### src/rtl/filterbank_matrix_ctrl_pkg.sv
// Shared definitions for the filterbank matrixing engine.
// Holds the matrix dimensions, datapath widths, FSM state encoding and
// the shift-and-saturate helper that converts the accumulator to Q1.16.
package filterbank_matrix_ctrl_pkg;

    localparam int FB_N_I       = 64;  // rows (V outputs) per pass
    localparam int FB_N_K       = 32;  // terms (subband samples) per row
    localparam int DATA_W       = 18;  // sample / coefficient / V width, Q1.16
    localparam int FRAC_W       = 16;  // fraction bits of the Q1.16 format
    localparam int PROD_W       = 2 * DATA_W;  // full signed product width
    localparam int ACC_W        = 41;  // product width plus log2(FB_N_K) guard bits
    localparam int IDX_I_W      = 6;   // width of row index i
    localparam int IDX_K_W      = 5;   // width of column index k

    // Register stages between the last address cycle and the V write strobe:
    // data fetch, product register, accumulator register.
    localparam int FLUSH_CYCLES = 3;

    typedef enum logic [1:0] {
        IDLE  = 2'd0,
        RUN   = 2'd1,
        FLUSH = 2'd2,
        DONE  = 2'd3
    } fb_state_e;

    localparam logic signed [ACC_W-1:0]  ACC_SAT_MAX = 41'sd131071;
    localparam logic signed [ACC_W-1:0]  ACC_SAT_MIN = -41'sd131072;
    localparam logic signed [DATA_W-1:0] V_MAX       = 18'sh1FFFF;
    localparam logic signed [DATA_W-1:0] V_MIN       = 18'sh20000;

    // Drop the extra fraction bits of the Q2.32 sum (truncation toward
    // minus infinity) and clamp into the 18-bit Q1.16 range.
    function automatic logic signed [DATA_W-1:0] sat_shift(input logic signed [ACC_W-1:0] acc);
        logic signed [ACC_W-1:0] shifted;
        shifted = acc >>> FRAC_W;
        if (shifted > ACC_SAT_MAX) begin
            return V_MAX;
        end else if (shifted < ACC_SAT_MIN) begin
            return V_MIN;
        end else begin
            return shifted[DATA_W-1:0];
        end
    endfunction

endpackage

### src/rtl/filterbank_matrix_ctrl_mac.sv
// fb_mac: multiply-accumulate datapath of the matrixing engine.
// Control inputs are given in the address cycle; they are delayed here so
// they line up with the synchronous ROM/sample data one cycle later.
//   clk, reset        clock, asynchronous active-high reset
//   issue_i           address issued this cycle
//   first_i, last_i   issued address is k = 0 / k = last term of the row
//   row_i             row index i of the issued address
//   coef_i, smp_i     ROM coefficient and subband sample (valid one cycle after issue)
//   wr_en_o, addr_o   one-cycle V write strobe and its row index
//   data_o            shifted and saturated V value, Q1.16
module fb_mac
    import filterbank_matrix_ctrl_pkg::*;
(
    input  logic                      clk,
    input  logic                      reset,
    input  logic                      issue_i,
    input  logic                      first_i,
    input  logic                      last_i,
    input  logic [IDX_I_W-1:0]        row_i,
    input  logic signed [DATA_W-1:0]  coef_i,
    input  logic signed [DATA_W-1:0]  smp_i,
    output logic                      wr_en_o,
    output logic [IDX_I_W-1:0]        addr_o,
    output logic signed [DATA_W-1:0]  data_o
);

    // Stage 1: data arrives from the memories
    logic               s1_valid_q, s1_first_q, s1_last_q;
    logic [IDX_I_W-1:0] s1_row_q;
    // Stage 2: product register
    logic               s2_valid_q, s2_first_q, s2_last_q;
    logic [IDX_I_W-1:0] s2_row_q;
    logic signed [PROD_W-1:0] prod_q, prod_d;
    // Stage 3: accumulator register
    logic               s3_valid_q, s3_last_q;
    logic [IDX_I_W-1:0] s3_row_q;
    logic signed [ACC_W-1:0] acc_q, acc_d, prod_ext;
    // Output register
    logic                     wr_en_q;
    logic [IDX_I_W-1:0]       addr_q;
    logic signed [DATA_W-1:0] data_q;

    // Product and accumulate next-state; the first term of a row reloads
    // the accumulator so rows never need an explicit clear cycle.
    always_comb begin
        prod_d   = PROD_W'(coef_i) * PROD_W'(smp_i);
        prod_ext = {{(ACC_W-PROD_W){prod_q[PROD_W-1]}}, prod_q};
        acc_d    = acc_q;
        if (s2_valid_q) begin
            acc_d = s2_first_q ? prod_ext : acc_q + prod_ext;
        end
    end

    always_ff @(posedge clk or posedge reset) begin
        if (reset) begin
            s1_valid_q <= 1'b0;
            s1_first_q <= 1'b0;
            s1_last_q  <= 1'b0;
            s1_row_q   <= '0;
            s2_valid_q <= 1'b0;
            s2_first_q <= 1'b0;
            s2_last_q  <= 1'b0;
            s2_row_q   <= '0;
            prod_q     <= '0;
            s3_valid_q <= 1'b0;
            s3_last_q  <= 1'b0;
            s3_row_q   <= '0;
            acc_q      <= '0;
            wr_en_q    <= 1'b0;
            addr_q     <= '0;
            data_q     <= '0;
        end else begin
            s1_valid_q <= issue_i;
            s1_first_q <= first_i;
            s1_last_q  <= last_i;
            s1_row_q   <= row_i;

            s2_valid_q <= s1_valid_q;
            s2_first_q <= s1_first_q;
            s2_last_q  <= s1_last_q;
            s2_row_q   <= s1_row_q;
            if (s1_valid_q) begin
                prod_q <= prod_d;
            end

            s3_valid_q <= s2_valid_q;
            s3_last_q  <= s2_last_q;
            s3_row_q   <= s2_row_q;
            acc_q      <= acc_d;

            // The accumulator holds the complete row sum right after the last term.
            wr_en_q <= s3_valid_q & s3_last_q;
            addr_q  <= s3_row_q;
            if (s3_valid_q && s3_last_q) begin
                data_q <= sat_shift(acc_q);
            end
        end
    end

    assign wr_en_o = wr_en_q;
    assign addr_o  = addr_q;
    assign data_o  = data_q;

endmodule

### src/rtl/filterbank_matrix_ctrl.sv
// filterbank_matrix_ctrl: sequences one 64x32 matrixing pass
// V[i] = sum_k rom[i][k] * S[k], streaming one (i,k) address per cycle.
//   clk, reset                      clock, asynchronous active-high reset
//   start, busy, done               pass handshake (start/done are one-cycle pulses)
//   smp_rd_en, smp_addr, smp_data   synchronous subband sample buffer port
//   rom_en, rom_i, rom_k, rom_data  synchronous cosine ROM port
//   v_wr_en, v_addr, v_data         V-buffer write port
module filterbank_matrix_ctrl
    import filterbank_matrix_ctrl_pkg::*;
#(
    parameter int N_I = FB_N_I,
    parameter int N_K = FB_N_K
) (
    input  logic                      clk,
    input  logic                      reset,
    input  logic                      start,
    output logic                      busy,
    output logic                      done,
    output logic                      smp_rd_en,
    output logic [IDX_K_W-1:0]        smp_addr,
    input  logic signed [DATA_W-1:0]  smp_data,
    output logic                      rom_en,
    output logic [IDX_I_W-1:0]        rom_i,
    output logic [IDX_K_W-1:0]        rom_k,
    input  logic signed [DATA_W-1:0]  rom_data,
    output logic                      v_wr_en,
    output logic [IDX_I_W-1:0]        v_addr,
    output logic signed [DATA_W-1:0]  v_data
);

    localparam logic [IDX_I_W-1:0] I_LAST = IDX_I_W'(N_I - 1);
    localparam logic [IDX_K_W-1:0] K_LAST = IDX_K_W'(N_K - 1);

    fb_state_e          state_q;
    logic [IDX_I_W-1:0] i_q;
    logic [IDX_K_W-1:0] k_q;
    logic               rd_en_q;
    logic               busy_q;
    logic               done_q;
    logic [1:0]         flush_q;

    // Pass sequencer. busy rises with the first address and drops together
    // with the done pulse, so the DONE state is the last busy cycle and the
    // following cycle (done high) already accepts a new start.
    always_ff @(posedge clk or posedge reset) begin
        if (reset) begin
            state_q <= IDLE;
            i_q     <= '0;
            k_q     <= '0;
            rd_en_q <= 1'b0;
            busy_q  <= 1'b0;
            done_q  <= 1'b0;
            flush_q <= '0;
        end else begin
            done_q <= 1'b0;
            case (state_q)
                IDLE: begin
                    if (start) begin
                        state_q <= RUN;
                        i_q     <= '0;
                        k_q     <= '0;
                        rd_en_q <= 1'b1;
                        busy_q  <= 1'b1;
                    end
                end
                RUN: begin
                    if (i_q == I_LAST && k_q == K_LAST) begin
                        rd_en_q <= 1'b0;
                        flush_q <= '0;
                        state_q <= FLUSH;
                    end else if (k_q == K_LAST) begin
                        k_q <= '0;
                        i_q <= i_q + 1'b1;
                    end else begin
                        k_q <= k_q + 1'b1;
                    end
                end
                FLUSH: begin
                    // Leave once the final row sum has reached the V write register.
                    if (flush_q == 2'(FLUSH_CYCLES - 1)) begin
                        state_q <= DONE;
                    end else begin
                        flush_q <= flush_q + 1'b1;
                    end
                end
                DONE: begin
                    busy_q  <= 1'b0;
                    done_q  <= 1'b1;
                    state_q <= IDLE;
                end
                default: begin
                    state_q <= IDLE;
                end
            endcase
        end
    end

    fb_mac u_mac (
        .clk     (clk),
        .reset   (reset),
        .issue_i (rd_en_q),
        .first_i (k_q == '0),
        .last_i  (k_q == K_LAST),
        .row_i   (i_q),
        .coef_i  (rom_data),
        .smp_i   (smp_data),
        .wr_en_o (v_wr_en),
        .addr_o  (v_addr),
        .data_o  (v_data)
    );

    assign busy      = busy_q;
    assign done      = done_q;
    assign smp_rd_en = rd_en_q;
    assign rom_en    = rd_en_q;
    assign smp_addr  = k_q;
    assign rom_k     = k_q;
    assign rom_i     = i_q;

endmodule

### config.mk
export PLATFORM = sky130hd
export DESIGN_NAME = filterbank_matrix_ctrl
export DESIGN_NICKNAME = d
export VERILOG_FILES = /design/src/rtl/filterbank_matrix_ctrl_pkg.sv /design/src/rtl/filterbank_matrix_ctrl_mac.sv /design/src/rtl/filterbank_matrix_ctrl.sv
export SDC_FILE = /design/constraint.sdc
export NUM_CORES = 1
export LEC_CHECK = 0
export CAP_MARGIN = 20
export CORE_MARGIN = 5
export CORE_UTILIZATION = 46
export CTS_CLUSTER_SIZE = 28
export DETAILED_ROUTE_END_ITERATION = 16
export GPL_TIMING_DRIVEN = 0
export SKIP_CTS_REPAIR_TIMING = 1
export SLEW_MARGIN = 20
export SYNTH_ARGS = -nofsm -noshare
export SYNTH_HDL_FRONTEND = slang
export SYNTH_SLANG_ARGS = --single-unit
### constraint.sdc
create_clock -name clk -period 6 [get_ports clk]
set_clock_uncertainty 0.2 [all_clocks]
set_input_delay 1.2 -clock clk [delete_from_list [all_inputs] [get_ports clk]]
set_output_delay 1.2 -clock clk [all_outputs]
set_load 0.03 [all_outputs]
## Word-level counts from Yosys, hierarchy flattened

Cells that the tools add are included.

- Output and inout port bits: 45
- Memory bits (read-only): 0
- Word-level logic and storage cells: 79
- Flip-flop bits (word level): 146
- Bits of input ports: 39
- Bits in latches: 0
- Memories kept: 0
- Bits in writable memories: 0

- Multiplexer cells: 23
- Reductions and logical operators: 13
- Add/sub/neg operators: 4
- Shift-type cells: 0
- Equality and inequality tests: 12
- Div/mod/pow operators: 0
- $mul: 1
- Magnitude comparators: 2
- Bitwise operators: 1

Operators with widths:

| kind | count |
|---|---|
| $add 41x36->41 | 1 |
| $mux 41 | 1 |
| $mul 18x18->36 | 1 |
| $mux 18 | 2 |
| $gt 25x18->1 const B | 1 |
| $lt 25x18->1 const B | 1 |
| $mux 6 | 3 |
| $mux 5 | 3 |
| $pmux 6 s2 | 1 |
| $reduce_and 3->1 | 4 |
| $mux 2 | 5 |
| $ne 2x2->1 const B | 5 |
| $pmux 5 s2 | 1 |
| $pmux 2 s4 | 1 |
| $add 6x1->6 const B | 1 |
| $eq 2x2->1 const B | 3 |
| $eq 6x6->1 const B | 1 |
| $reduce_bool 2->1 | 3 |
| $add 5x1->5 const B | 1 |
| $eq 5x5->1 const B | 1 |
| $logic_not 5->1 | 1 |
| $pmux 1 s2 | 2 |
| $pmux 2 s2 | 1 |
| $reduce_and 4->1 | 1 |
| 8 further kinds | 11 |

## Longest topological paths before layout

Gate-level depths: netlist of run 1.

- Depth in word-level cells: 4
- Mapped depth: 26
- Gate-level depth less buffers: 25

## Cells and area by module

A second synthesis of run 1 with hierarchy kept.

- Cells, all modules: 2150
- Area total of the unflattened synthesis: 19995.4 um2

By module, submodules not included:

| module | instances | cells an instance | seq. area each (um2) | area each (um2) |
|---|---|---|---|---|
| fb_mac | 1 | 2022 | 3203.1 | 18801.8 |
| filterbank_matrix_ctrl | 1 | 128 | 450.4 | 1193.6 |

## Least setup slack after synthesis of run 1

No wires, ideal clock.

- Path kind: input port to flip-flop
- From: input smp_data[9]
- To: register u_mac.prod_q[29]
- Arrival time: 7.120 ns
- Buffers on the path: 2
- Library setup time: 0.131 ns
- Stages on the path: 23
- Required time: 5.669 ns
- Setup slack: -1.451 ns
- Cells stage by stage: clkbuf_1 -> clkbuf_1 -> nand2_1 -> fa_1 -> inv_1 -> fa_1 -> fa_1 -> fa_1 -> fa_1 -> inv_1 -> fa_1 -> inv_1 -> ha_1 -> a21o_1 -> a21oi_1 -> nor2_1 -> a211oi_1 -> o21ai_1 -> a221o_1 -> a21o_1 -> a21oi_1 -> nor4_1 -> or3_1

- Word-level cells in the longest chain between the ends: 1

RTL lines:

| item | RTL line | text |
|---|---|---|
| from (decl) | filterbank_matrix_ctrl.sv:21 | `input logic signed [DATA_W-1:0] smp_data,` |
| $mul 18x18->36 | filterbank_matrix_ctrl_mac.sv:46 | `prod_d = PROD_W'(coef_i) * PROD_W'(smp_i);` |
| to (signal assigned) | filterbank_matrix_ctrl_mac.sv:83 | `prod_q <= prod_d;` |
| to (decl) | filterbank_matrix_ctrl_mac.sv:33 | `logic signed [PROD_W-1:0] prod_q, prod_d;` |

No other way between the ends.
A chain may end at the register's enable or synchronous reset.

## Worst setup path after layout of run 1

- From: input rom_data[5]
- To: register u_mac.prod_q[32]

- Word-level cells in the longest chain between the ends: 1

RTL lines:

| item | RTL line | text |
|---|---|---|
| from (decl) | filterbank_matrix_ctrl.sv:25 | `input logic signed [DATA_W-1:0] rom_data,` |
| $mul 18x18->36 | filterbank_matrix_ctrl_mac.sv:46 |  |

No other way between the ends.

==> flow_summary.json, run 1 <==
{
  "rsz0062_at_grt": "true",
  "core_area_um2": 43100,
  "fin_tns_setup_ns": -12.12,
  "syn_inst": 2173,
  "clkSlewWorstSetupHoldPaths_ns": 0.06,
  "grtUsageMet2": 0.392,
  "grt_overflow": 0,
  "grt_util_all_layers": 0.231,
  "end_kind": "flip-flop",
  "fmax_mhz": 141,
  "vias": 15435,
  "synth_top_cell_by_area": "fa_1",
  "use_met3": 0.0280,
  "synth_top_area_frac": 0.330,
  "cts_tree": "done",
  "grt_pass1_vias": 16319,
  "clk_latency_ns": 0.43,
  "cp-start-kind": "primary input",
  "clock_sinks": 146,
  "synth_nets": 2684,
  "routabilityCongestion": 0.902,
  "rows": 76,
  "seq_area_frac_synth": 0.182,
  "htreeDepth": 4,
  "worst_pin_slew_ns": 0.751,
  "crit_type": "in2reg",
  "synth_area_um2": 20000,
  "setup-violations-final": 19,
  "buffer_ports.inserted": 77,
  "critPathMaxFanout": 9,
  "min_period_ns": 7.08,
  "n_fill_cell": 3826,
  "ios": 84,
  "regArea_um2": 3650,
  "synth-async-reset-ratio": 1.00,
  "grt_start_max_net_pins": 82,
  "drv_cap": 0,
  "first_iter_violations": 880,
  "synth_edf_count": 0,
  "drt-wirelength-per-cell_um": 18.4,
  "synthTopCellsByCount": "inv_1, fa_1, nand2_1",
  "dieArea_um2": 47800,
  "grt_pass1_wl_um": 87100,
  "synth_seq_cells": 146,
  "die_w_um": 219,
  "synthToLayoutAreaGrowth_pct": 19.5,
  "slew_viol_final": 0,
  "drtPass1Iterations": 5,
  "initial_core_util": 0.465,
  "required_ns": 6.11,
  "clock_path_buffers": 2,
  "nets": 2847,
  "yosysUniqueCellTypes": 78,
  "critPathArrivalTime_ns": 7.19,
  "slew_headroom": 0.499,
  "yosys_warnings": 0,
  "grt.busiest_layer": "met2",
  "clock-root-buffer": "clkbuf_16",
  "syn_avg_cell_area_um2": 9.21,
  "drt_wl_total_um": 54000,
  "period_share": 1.18,
  "violations": "setup timing",
  "cts_made_buffers": 17,
  "viasPerCell": 5.26,
  "fin_ws_ns": -1.08,
  "detail-route-antenna-nets": 0,
  "hold_violations": 0,
  "dp_hpwl_um": 42400,
  "dieHeight_um": 219,
  "drive_above_1_share": 0.146,
  "met1_usage": 0.322,
  "antenna_found_initial": 1,
  "synth_ff_type": "dfrtp_1",
  "yosys-top-cells-area": "fa_1, dfrtp_1, ha_1, inv_1, and2_1",
  "yosysMostFrequentCell": "inv_1",
  "drcViolationCount": 0,
  "status": "complete, but fails checks",
  "hold_path.class": "reg2reg",
  "multi_input_area_um2": 14900
}
[sequential cells by signal, summed over array words and instances, names as in the netlist, 2 cells and up]
register,count
flush_q,2
u_mac.data_o,18
rom_k,5
rom_i,6
u_mac.acc_q,41
u_mac.s3_row_q,6
u_mac.s2_row_q,6
u_mac.s1_row_q,6
state_q,2
u_mac.addr_o,6
u_mac.prod_q,36
[layout make-up]
class | instances | share of cell area
Multi-Input combinational cell | 1506 | 0.624
Sequential cell | 146 | 0.153
Antenna cell | 1 | 0.000105
Inverter | 437 | 0.0691
Tap cell | 585 | 0.0306
Clock inverter | 13 | 0.00758
Timing Repair Buffer | 144 | 0.0633
Clock buffer | 19 | 0.0181
Buffer | 84 | 0.0345
[through the flow]
step	hold slack (ns)	setup slack [ns]	utilization	std cells	instance area [um^2]
2_1_floorplan	0.131	-0.900	-	2173	20500
3_3_place_gp	0.132	-2.41	0.511	2835	22000
3_5_place_dp	0.135	-2.45	0.512	2836	22000
4_1_cts	0.149	-2.02	0.526	2868	22700
5_1_grt	0.153	-1.21	0.556	2934	23900
6_report	0.144	-1.08	0.556	2935	23900
[metal layers]
metal  wire length (um)  vias to the layer above
met5                  0                        -
met4               1230                        0
met3               2910                       72
met2              26100                      396
met1              23800                     7839
li1                   -                     7128
[critical path, cell delays in order]
cell and delay [ns]:
buf_4 0.17, and2_1 0.16, fa_1 0.49, inv_2 0.05, fa_1 0.52, fa_1 0.45, fa_1 0.52, inv_1 0.05
fa_1 0.47, inv_1 0.05, fa_1 0.52, inv_2 0.05, ha_4 0.25, and3_4 0.16, and2_4 0.14, a2111o_1 0.49
a21oi_4 0.21, o311ai_4 0.15, a2111oi_4 0.50, o31ai_2 0.12, xor2_1 0.18, mux2_4 0.26
[final timing paths]
path	startpoint	endpoint	slack, ns	cells past startpoint
setup / recovery	rom_data[5]	u_mac.prod_q[32]	-1.08	22
hold / removal	u_mac.s2_last_q	u_mac.s3_last_q	0.14	0
setup reg to reg	u_mac.prod_q[0]	u_mac.acc_q[30]	2.12	13
hold reg to reg	u_mac.s2_last_q	u_mac.s3_last_q	0.14	0
max in group asynchronous	reset	flush_q[1]	3.83	3
min in group asynchronous	reset	u_mac.wr_en_o	1.01	2
[kinds of logic (layout without fill, tap and decap cells)]
family / Yosys count / count (layout) / synth area share
flops: 146 / 146 / 0.182
mux: 39 / 39 / 0.0217
buf+inv: 521 / 697 / 0.0989
compound gates: 304 / 304 / 0.0992
simple gates: 630 / 630 / 0.152
xor+xnor: 61 / 61 / 0.0267
fa+ha+maj: 472 / 472 / 0.419
other cells: 0 / 1 / 0
[cell usage in the layout (no fill, tap or decap), types with 20 or more instances in the layout]
cell type          n
clkdlybuf4s50_1   47
inv_1            412
inv_2             21
buf_4             68
nand2_1          225
fa_2              20
mux2_2            31
ha_1             122
fa_1             310
o21ai_0           41
and2_1           147
clkbuf_16         23
a21oi_1           93
buf_8             21
clkbuf_1          30
xnor2_1           42
nand3_1           23
nor2_1           111
dfrtp_1          146
Power of run 1 is left out: the tool's default activity adds up to more than one toggle a clock period on the data nets, which glitch-free logic cannot reach.
==> run 2, diff against run 1 <==
--- a/config.mk
+++ b/config.mk
@@ -5,7 +5,7 @@
 export SDC_FILE = /design/constraint.sdc
 export NUM_CORES = 1
 export LEC_CHECK = 0
-export CAP_MARGIN = 20
+export CAP_MARGIN = 15
 export CORE_MARGIN = 5
 export CORE_UTILIZATION = 46
 export CTS_CLUSTER_SIZE = 28
==> results of run 2 <==
Final layout, timing and power as in run 1 (identical DEF).
Power of run 2 is left out for the same reason.
